===== src/rtl/vga_sync_decoder.sv =====
// Purpose: recovers pixel x/y, line/frame strobes and a lock indication from raw VGA sync and DE.
// Latency: every output is registered; an input change reaches the outputs 2 clocks later.
// Backpressure: none; one pixel per clock is always accepted, outputs are free-running strobes.
module vga_sync_decoder #(
   parameter int LOCK_FRAMES = 2,
   parameter int H_MIN       = 16
) (
   input  logic        clk,
   input  logic        rst,
   input  logic        h_sync,
   input  logic        v_sync,
   input  logic        display_on,
   output logic [15:0] x,
   output logic [15:0] y,
   output logic        pix_valid,
   output logic        line_start,
   output logic        frame_start,
   output logic [15:0] h_total,
   output logic [15:0] v_total,
   output logic        locked,
   output logic        sync_err
);

   typedef enum logic [1:0] {SEARCH, MEASURE, LOCKED} state_t;

   // Two-deep input history; edges are detected between the older and newer sample.
   logic hs1, vs1, de1;
   logic hs2, vs2, de2;
   logic hs_fall, vs_fall, de_rise, de_fall;

   logic [15:0] h_cnt, v_cnt;
   logic [15:0] h_meas, v_meas;
   logic        frame_armed;

   state_t      state, state_next;
   logic [15:0] match_cnt, match_next;
   logic        frame_bad, bad_next, bad_acc;
   logic [15:0] h_total_next, v_total_next;
   logic        err_next;
   logic        lock_next;

   assign hs_fall = hs2 & ~hs1;
   assign vs_fall = vs2 & ~vs1;
   assign de_rise = ~de2 & de1;
   assign de_fall = de2 & ~de1;

   // Measurement of the line / frame that ends on this sync edge; a same-cycle hsync counts toward the frame.
   assign h_meas = h_cnt + 16'd1;
   assign v_meas = v_cnt + {15'd0, hs_fall};

   // Input sampling pipeline, idling at syncs high and DE low.
   always_ff @(posedge clk or posedge rst) begin
      if (rst) begin
         {hs1, vs1, de1} <= 3'b110;
         {hs2, vs2, de2} <= 3'b110;
      end else begin
         {hs1, vs1, de1} <= {h_sync, v_sync, display_on};
         {hs2, vs2, de2} <= {hs1, vs1, de1};
      end
   end

   // Clock-per-line counter (saturating, so a dead hsync is detectable) and line-per-frame counter.
   always_ff @(posedge clk or posedge rst) begin
      if (rst) begin
         h_cnt <= '0;
         v_cnt <= '0;
      end else begin
         if (hs_fall)
            h_cnt <= '0;
         else if (h_cnt != 16'hFFFF)
            h_cnt <= h_cnt + 16'd1;

         if (vs_fall)
            v_cnt <= '0;
         else if (hs_fall)
            v_cnt <= v_cnt + 16'd1;
      end
   end

   // Lock FSM: next state, match tracking and measured totals.
   always_comb begin
      state_next   = state;
      match_next   = match_cnt;
      bad_next     = frame_bad;
      bad_acc      = frame_bad;
      h_total_next = h_total;
      v_total_next = v_total;
      err_next     = 1'b0;
      unique case (state)
         SEARCH: begin
            // The frame in progress when we start watching is partial, so it never counts.
            if (vs_fall) begin
               state_next = MEASURE;
               match_next = '0;
               bad_next   = 1'b1;
            end
         end
         MEASURE: begin
            if (hs_fall) begin
               if ((h_meas != h_total) || (h_meas < 16'(H_MIN)))
                  bad_acc = 1'b1;
               h_total_next = h_meas;
            end
            bad_next = bad_acc;
            if (vs_fall) begin
               if (!bad_acc && (v_meas == v_total))
                  match_next = match_cnt + 16'd1;
               else
                  match_next = '0;
               v_total_next = v_meas;
               bad_next     = 1'b0;
               if (match_next == 16'(LOCK_FRAMES))
                  state_next = LOCKED;
            end
         end
         LOCKED: begin
            // Totals are frozen here so they still show the last good timing after a loss.
            if ((hs_fall && (h_meas != h_total)) ||
                (vs_fall && (v_meas != v_total)) ||
                (h_cnt == 16'hFFFF)) begin
               err_next   = 1'b1;
               state_next = SEARCH;
            end
         end
         default: state_next = SEARCH;
      endcase
      lock_next = (state_next == LOCKED);
   end

   // Lock FSM registers; locked mirrors the LOCKED state exactly.
   always_ff @(posedge clk or posedge rst) begin
      if (rst) begin
         state     <= SEARCH;
         match_cnt <= '0;
         frame_bad <= 1'b0;
         h_total   <= '0;
         v_total   <= '0;
         locked    <= 1'b0;
         sync_err  <= 1'b0;
      end else begin
         state     <= state_next;
         match_cnt <= match_next;
         frame_bad <= bad_next;
         h_total   <= h_total_next;
         v_total   <= v_total_next;
         locked    <= lock_next;
         sync_err  <= err_next;
      end
   end

   // Pixel address and strobes, qualified by the lock decision made in the same cycle.
   always_ff @(posedge clk or posedge rst) begin
      if (rst) begin
         x           <= '0;
         y           <= '0;
         pix_valid   <= 1'b0;
         line_start  <= 1'b0;
         frame_start <= 1'b0;
         frame_armed <= 1'b0;
      end else begin
         pix_valid   <= de1 & lock_next;
         line_start  <= de_rise & lock_next;
         frame_start <= de_rise & lock_next & frame_armed;

         if (vs_fall)
            frame_armed <= 1'b1;
         else if (de_rise && lock_next)
            frame_armed <= 1'b0;

         if (de_rise)
            x <= '0;
         else if (de1)
            x <= x + 16'd1;
         else if (de_fall)
            x <= '0;

         if (vs_fall)
            y <= '0;
         else if (de_fall)
            y <= y + 16'd1;
      end
   end

endmodule

===== config.mk =====
export PLATFORM = sky130hd
export DESIGN_NAME = vga_sync_decoder
export DESIGN_NICKNAME = d
export VERILOG_FILES = /design/src/rtl/vga_sync_decoder.sv
export SDC_FILE = /design/constraint.sdc
export NUM_CORES = 1
export LEC_CHECK = 0
export ABC_AREA = 0
export ABC_CLOCK_PERIOD_IN_PS = 5700
export BUFFER_PORTS_ARGS = -buffer_cell sky130_fd_sc_hd__clkbuf_2
export CORE_MARGIN = 8
export CORE_UTILIZATION = 40
export CTS_CLUSTER_DIAMETER = 30
export DETAILED_ROUTE_END_ITERATION = 16
export SYNTH_ARGS = -nofsm -noshare
export SYNTH_HDL_FRONTEND = slang
export SYNTH_SLANG_ARGS = --single-unit

===== constraint.sdc =====
create_clock -name clk -period 5.7 [get_ports clk]
set_input_delay 1.425 -clock clk [delete_from_list [all_inputs] [get_ports clk]]
set_output_delay 1.425 -clock clk [all_outputs]
set_load 0.03 [all_outputs]

==> summary by stage, run 1 <==
Outcome
The run finished with clean final reports.

Route
The average detailed-routed wire length per instance is ~16 um. After detailed routing, the number of vias per cell comes to roughly 5.4. The count of nets left with antenna violations once routing finished came out at 0. The topmost layer with routed signal wires is met4. After detailed routing, the total wire length is 17000 um. The detailed router finished its first iteration with 279 violations. The detailed-routing iteration count for the pre-antenna-repair pass is 5.

Summing over every cut layer, the via total after detailed routing is between 5000 and 6000. The routed length on met2 is between 7000 and 8000 um. For this run, design rule violations remaining after detail routing come to 0. After detailed routing, the wire length on met1 is 8210 um.

The wire length on met3 is ~1100 um.

Floorplanning
For this configuration, the core starts out at a cell density of 0.404. 74 I/O pins were placed. The floorplan step defined a die boundary enclosing about 0.023 mm^2. In this run the horizontal extent of the chip is 150 um. The initialized floorplan defines between 40 and 50 standard-cell rows.

The floorplan step defined a core boundary enclosing 0.0178 mm^2. Measured along the y axis, the die boundary spans 150 um.

Synth
The dominant combinational cell family by area after synthesis is simple AND/OR/NAND/NOR gates. The xor and xnor fraction of the mapped netlist area is 0.119. The number of distinct library cells after synthesis is 61. Of the total synthesized cell area, the portion taken by AND, OR, NAND and NOR gates is 0.243.

The number of synthesized flops with an enable pin is 0. The gate count of the mapped netlist is roughly 790. The number of nets in the synthesized netlist is 805. The share of the synthesized area in the top cell type is 0.427.

The number of warnings reported in the yosys synthesis log is 0. The average footprint of a synthesized cell is 9.08 um^2. The sequential fraction of the synthesis area is 0.442. The post-synthesis instance area is a little over 0.007 mm^2. The register bit total from synthesis is around 130.

Ranked by total cell area, the synthesized netlist is headed by sky130_fd_sc_hd__dfrtp_1, sky130_fd_sc_hd__xnor2_1, sky130_fd_sc_hd__nor2_1, sky130_fd_sc_hd__nand2_1, sky130_fd_sc_hd__xor2_1. The multiplexer share of the synthesized area is 0.00712. Among all flip-flop cells after synthesis, the most frequent one is sky130_fd_sc_hd__dfrtp_1. Of all flip-flops after synthesis, the portion carrying an async set or reset was 1.00. The most area-hungry cell type in the Yosys netlist is sky130_fd_sc_hd__dfrtp_1. Of the total synthesized cell area, the portion taken by full adders, half adders and majority gates is 0.0122. By instance count, the leading cell after synthesis is sky130_fd_sc_hd__dfrtp_1. By count the netlist is led by sky130_fd_sc_hd__dfrtp_1, sky130_fd_sc_hd__nor2_1, sky130_fd_sc_hd__nand2_1.

The compound-cell area share of the yosys netlist is 0.135.

Worst setup path
The endpoint arrival time on the critical path is 4.04 ns. The kind of critical path is flop to flop. The element type at the critical path end is a flop. The worst setup path is launched from a flop. Along the worst path, the maximum fanout reaches 26. For the worst setup path, the data required time is around 6 ns.

STA
Setup repair after global routing left no endpoint under its margin. The total negative slack is 0 ns. Dividing the final minimum period by the clock period gives 0.651. At the pin with the least slew margin, the transition time is 1.08 ns.

In this run the tightest slew margin relative to its limit is 0.275. The final setup violation count is 0. The number of failing hold endpoints at the final stage is 0. The final number of max-transition violations was 0. Derived from the worst setup path, the maximum achievable clock frequency is between 0.2 and 0.3 GHz. The worst path in the final design needs a cycle of 3.71 ns, including I/O delays and setup.

The clock skew after layout is roughly 0.010 ns. Final hold analysis gives a worst-case slack of approximately 0.37 ns.

Clock network
The CTS sink count is 127. Clock-pin slew was measured on the worst setup and hold paths at ~0.060 ns. The root cell of the clock tree is sky130_fd_sc_hd__clkbuf_16. In this run the deepest clock path goes through 2 buffers. TritonCTS built the clock tree. Counting the buffers created by CTS gives 17.

Buffers inserted to repair hold after CTS numbered 0. At the later pin of the worst-skew pair, clock insertion delay measures a little over 0.4 ns. The count of buffers added by post-CTS timing repair for setup is 0. The post-cts gate resize count is 0. The H-tree generated during clock tree synthesis spans 4 levels.

GRT
The global-route congestion overflow total is 0. The largest net degree at the start of global routing is 85. The first global-routing pass estimated 28800 um of wire. The number of global-route vias before repair is around 5600. For this run, the total global-route usage over all layers was measured as 0.158. The number of antenna violations at the first check in global routing was 0.

Pwr
The standby leakage power is ~3.5 nW. The power density of the placed cells is around 300 mW/mm^2. The largest vdd supply drop is around 230 uV.

Layout
Of the cells placed in the final design, the portion with a size suffix greater than 1 is 0.160. The area growth from synthesis to layout is 14.7%. The final core utilization is 0.463. 0 antenna diodes ended up in the layout. The final net count is approximately 850.

Place
The port buffer count is 73. The final weighted congestion of routability-driven global placement is about 0.83. The final HPWL from detailed placement is approximately 12000 um.

Min path
The class of the worst hold path is flop to flop.

Run
Across the run, the number of max-cap violations was 0.
metrics by stage:
step / area [um^2] / setup WS [ns] / cells / total power [mW]
after global routing: 8260 / 1.64 / 1078 / 2.63
after global placement: 7660 / 2.00 / 1046 / 1.42
after CTS: 8260 / 1.91 / 1078 / 2.54
after detailed placement: 7660 / 1.94 / 1046 / 1.42
after floorplan: 7200 / 0.897 / 793 / 1.31
final: 8260 / 1.99 / 1078 / 2.51
layer usage:
metal / GRT usage / vias to the layer above
li1: - / 2878
met1: 0.213 / 2790
met2: 0.235 / 148
met3: 0.0505 / 17
met4: 0.0535 / 0
met5: 0 / -
cell usage in the layout, fill, tap and decap left out, types with 5 or more instances in the layout:
master,instances
sky130_fd_sc_hd__nand3_1,37
sky130_fd_sc_hd__xor2_1,31
sky130_fd_sc_hd__nor2b_1,16
sky130_fd_sc_hd__inv_1,15
sky130_fd_sc_hd__nand4_1,24
sky130_fd_sc_hd__a31oi_1,12
sky130_fd_sc_hd__o21ai_1,7
sky130_fd_sc_hd__nand3_2,5
sky130_fd_sc_hd__buf_4,5
sky130_fd_sc_hd__o31ai_1,5
sky130_fd_sc_hd__nor3_1,12
sky130_fd_sc_hd__a21oi_1,49
sky130_fd_sc_hd__o2111ai_1,5
sky130_fd_sc_hd__nor2_1,98
sky130_fd_sc_hd__o21ai_0,39
sky130_fd_sc_hd__or3_1,18
sky130_fd_sc_hd__xnor2_1,59
sky130_fd_sc_hd__and2_1,5
sky130_fd_sc_hd__clkbuf_2,73
sky130_fd_sc_hd__nor4_1,14
sky130_fd_sc_hd__a41oi_1,6
sky130_fd_sc_hd__ha_1,7
sky130_fd_sc_hd__and3_1,6
sky130_fd_sc_hd__nand2_1,77
sky130_fd_sc_hd__dfrtp_1,123
sky130_fd_sc_hd__clkbuf_16,17
worst max-delay path: stages, from the launching register on:
cell                        delay, ns
sky130_fd_sc_hd__dfstp_2         0.51
sky130_fd_sc_hd__nor2b_2         0.11
sky130_fd_sc_hd__buf_4           0.30
sky130_fd_sc_hd__ha_1            0.26
sky130_fd_sc_hd__ha_1            0.27
sky130_fd_sc_hd__nand3_2         0.23
sky130_fd_sc_hd__nor3_1          0.29
sky130_fd_sc_hd__xnor2_1         0.19
sky130_fd_sc_hd__xor2_1          0.24
sky130_fd_sc_hd__o2111ai_1       0.20
sky130_fd_sc_hd__nor4_2          0.27
sky130_fd_sc_hd__buf_4           0.29
sky130_fd_sc_hd__o2111ai_1       0.26
sky130_fd_sc_hd__a21oi_1         0.21
logic make-up (layout without fill, tap and decap cells):
group | after synthesis | after routing
simple gates | 339 | 339
compound gates | 152 | 152
flops | 127 | 127
xor+xnor | 93 | 93
buf+inv | 70 | 126
fa+ha+maj | 7 | 7
mux | 5 | 5
state kept, by name, summed over array words and instances (netlist names), 2 cells and up:
name	flops
match_cnt	16
h_cnt	16
v_cnt	16
v_total	16
state	2
y	16
h_total	16
x	16
where the power goes:
part           switching [mW]  internal (mW)
clock network           0.402          0.712
logic                   0.241          0.128
registers              0.0758          0.955
final timing paths:
| check | startpoint | end | slack (ns) | depth (start not counted) |
|---|---|---|---|---|
| max in group asynchronous | rst | h_cnt[15] | 3.48 | 3 |
| min in group asynchronous | rst | y[2] | 1.15 | 2 |
| hold reg to reg | hs1 | hs2 | 0.37 | 0 |
| hold / removal | hs1 | hs2 | 0.37 | 0 |
| setup reg to reg | hs2 | frame_start | 1.99 | 13 |
| setup / recovery | hs2 | frame_start | 1.99 | 13 |
final cells by class:
cell class,count,area (um^2)
Fill cell,1718,9580
Sequential cell,127,3180
Clock buffer,23,468
Timing Repair Buffer,78,403
Inverter,16,65.1
Clock inverter,9,133
Tap cell,229,287
Multi-Input combinational cell,596,3720
(Power assumes the default switching activity.)
==> run 2: changes to the inputs <==
--- a/config.mk
+++ b/config.mk
@@ -6,7 +6,7 @@
 export NUM_CORES = 1
 export LEC_CHECK = 0
 export ABC_AREA = 0
-export ABC_CLOCK_PERIOD_IN_PS = 5700
+export ABC_CLOCK_PERIOD_IN_PS = 3300
 export BUFFER_PORTS_ARGS = -buffer_cell sky130_fd_sc_hd__clkbuf_2
 export CORE_MARGIN = 8
 export CORE_UTILIZATION = 40
==> constraint.sdc (replaced) <==
create_clock -name clk -period 3.3 [get_ports clk]
set_input_delay 0.825 -clock clk [delete_from_list [all_inputs] [get_ports clk]]
set_output_delay 0.825 -clock clk [all_outputs]
set_load 0.03 [all_outputs]
==> summary by stage, run 2 (synthesis results as in run 1) <==
Worst setup path
The largest stage delay on the critical path is 0.53 ns. The critical path is of the flop to flop type. The standard cell with the maximum stage delay on the critical path is sky130_fd_sc_hd__or4_1. The type of origin of the critical path is a flop. The capture point of the worst reg-to-reg path is match_cnt[10].

The critical path goes through nor2b_2, ha_4, ha_4, nand3_4, nor2_2, xnor2_1, xnor2_1, or4_1, nor4_4, buf_4, clkbuf_4, a41oi_1, nor2_1. Data on the critical path is required at its endpoint by 3.65 ns. The largest fanout on the critical path is 10. STA puts the critical path data arrival time at roughly 3.4 ns.

Setup slack on the worst reg-to-reg path comes out at 0.23 ns. The worst setup path is captured at a flop. The startpoint identified for the worst register-to-register timing path is hs2. Measured in cells, the most critical reg-to-reg path has a length of 13.

Place
The port buffer count is between 70 and 80. The final weighted congestion of routability-driven global placement is ~0.84. The wire-length estimate of the detail-placed layout is approximately 12000 um.

GRT
For this run, the total global-route usage over all layers was measured as 0.161. Entering global routing, the biggest net connects roughly 110 pins. The number of global-route vias before repair is between 5000 and 6000.

The first global-routing pass estimated 29300 um of wire. The number of antenna violations at the first check in global routing came to 0. The total overflow left after global routing is 0.

Pwr
The standby leakage power is 3.58 nW. After layout, the design draws a total of around 4.4 mW. Across the VDD grid, the largest voltage drop is about 380 uV.

In this run the power density over the cells is between 500 and 600 mW/mm^2.

Clock network
In this run the deepest clock path goes through 2 buffers. Clock tree synthesis found a total of between 100 and 150 sinks. Counting the buffers created by CTS gives 17. For the worst-skew pair, the clock arrives at the later sink with an insertion delay of approximately 0.42 ns. TritonCTS built the clock tree.

The root cell of the clock tree is sky130_fd_sc_hd__clkbuf_16. The clock transition at the registers of the reported paths is ~0.06 ns. The H-tree was split into 4 levels.

Layout
0 antenna diodes ended up in the layout. The most frequent standard cell in the layout excluding fill and tap cells is sky130_fd_sc_hd__dfrtp_1. At the end of the flow the core is filled with cells to 0.477. The final net count is about 870. After filler insertion, the fill cell instance count of the layout stands at roughly 1700. The library cells used most frequently in the layout, excluding fill and tap cells, are sky130_fd_sc_hd__dfrtp_1, sky130_fd_sc_hd__nor2_1, sky130_fd_sc_hd__nand2_1. The area occupied by registers is between 0.003 and 0.004 mm^2. From synthesis to final layout, the design area changed by 18.2%. The area of combinational cells with multiple inputs is between 0.003 and 0.004 mm^2. The fraction of layout cells with a size suffix above 1 is 0.196.

STA
The number of failing hold endpoints at the final stage is 0. The actual transition at the worst max-transition pin is about 0.7 ns. Setup violations remaining at the end of the flow were counted as 0. The top achievable clock speed is roughly 0.33 GHz.

The final number of max-transition violations is 0. Dividing the final minimum period by the clock period gives 0.929. The relative slew slack is 0.537. The time the final worst path needs with I/O delays and setup is around 3.1 ns. The clock skew after layout is roughly 0.0066 ns.

Min path
The worst hold path depth is 0. The terminating pin of the worst hold path is hs2. In this run the worst hold path is classified as flop to flop. The origin of the worst min-delay path is hs1.

Route
In the routed layout, each cell is associated on average with a via count of approximately 5.4. In the final routed layout, each cell accounts on average for between 15 and 20 um. The number of DRC violations after detailed routing is 0. The routed layout has roughly 5900 vias. Once detail routing completed, the nets flagged for antenna violations numbered 0.

The first detailed-routing pass took 4 iterations. Wires add up to about 17000 um. The first routing iteration left 383 violations.

Floorplanning
The core area is 0.0178 mm^2. Pin placement for this block handled 74 I/O pins. The die covers ~0.023 mm^2. The width of the die is between 150 and 200 um. The initial cell density of the core is 0.404. The die outline height is between 150 and 200 um. The standard-cell row count is 49.

Outcome
The flow ran to the end, and the final reports show no timing, DRC or antenna violations.

Run
The max-capacitance violation count is 0.
run 2: what timing repair did:
action	in CTS	in global routing
hold buffers	0	0
buffers inserted	0	3
setup endpoints to repair	0	15
resized for setup	0	12
run 2: critical path, delay by kind of cell (launching register included):
kind / cells / cell delay, ns
buf+inv: 2 / 0.35
fa+ha+maj: 2 / 0.35
flops: 1 / 0.51
compound gates: 1 / 0.12
simple gates: 6 / 1.41
xor+xnor: 2 / 0.26
run 2: final cells by class:
class | instances | share of cell area
tap | 229 | 0.0337
inverter | 16 | 0.00750
timing repair buffer | 97 | 0.0660
clock buffer | 18 | 0.0516
multi-input combinational | 596 | 0.449
sequential | 127 | 0.374
clock inverter | 14 | 0.0184
run 2: metrics by stage:
step                      area (um^2)  TNS (ns)  cells  setup slack, ns  hold slack, ns
after CTS                        8420         0   1093           0.0690           0.375
after global placement           7830         0   1061            0.162           0.368
after detailed placement         7830         0   1061           0.0919           0.365
after floorplan                  7270         0    793          0.00589           0.354
after global routing             8510   -0.0147   1097         -0.00848           0.380
final                            8510         0   1097            0.234           0.373
run 2: worst max-delay path by stage:
stage	start	endpoint	slack [ns]	cells after the start
after floorplan	hs2	frame_start	0.006	15
after global placement	hs2	frame_start	0.16	12
after detailed placement	hs2	frame_start	0.09	12
after CTS	hs2	frame_start	0.07	12
after global routing	hs2	line_start	-0.008	12
final	hs2	match_cnt[10]	0.23	13
run 2: routing by layer:
metal | global-route usage | share of wire | up-vias
met3 | 0.0448 | 0.055 | 18
met1 | 0.218 | 0.47 | 2843
li1 | - | - | 2919
met5 | 0 | 0 | -
met4 | 0.0465 | 0.012 | 0
met2 | 0.245 | 0.47 | 146
run 2: where the power goes:
group	switching, mW	internal, mW	total (mW)
registers	0.121	1.65	1.77
clock network	0.770	1.15	1.92
logic	0.440	0.274	0.714
total	1.33	3.07	4.40
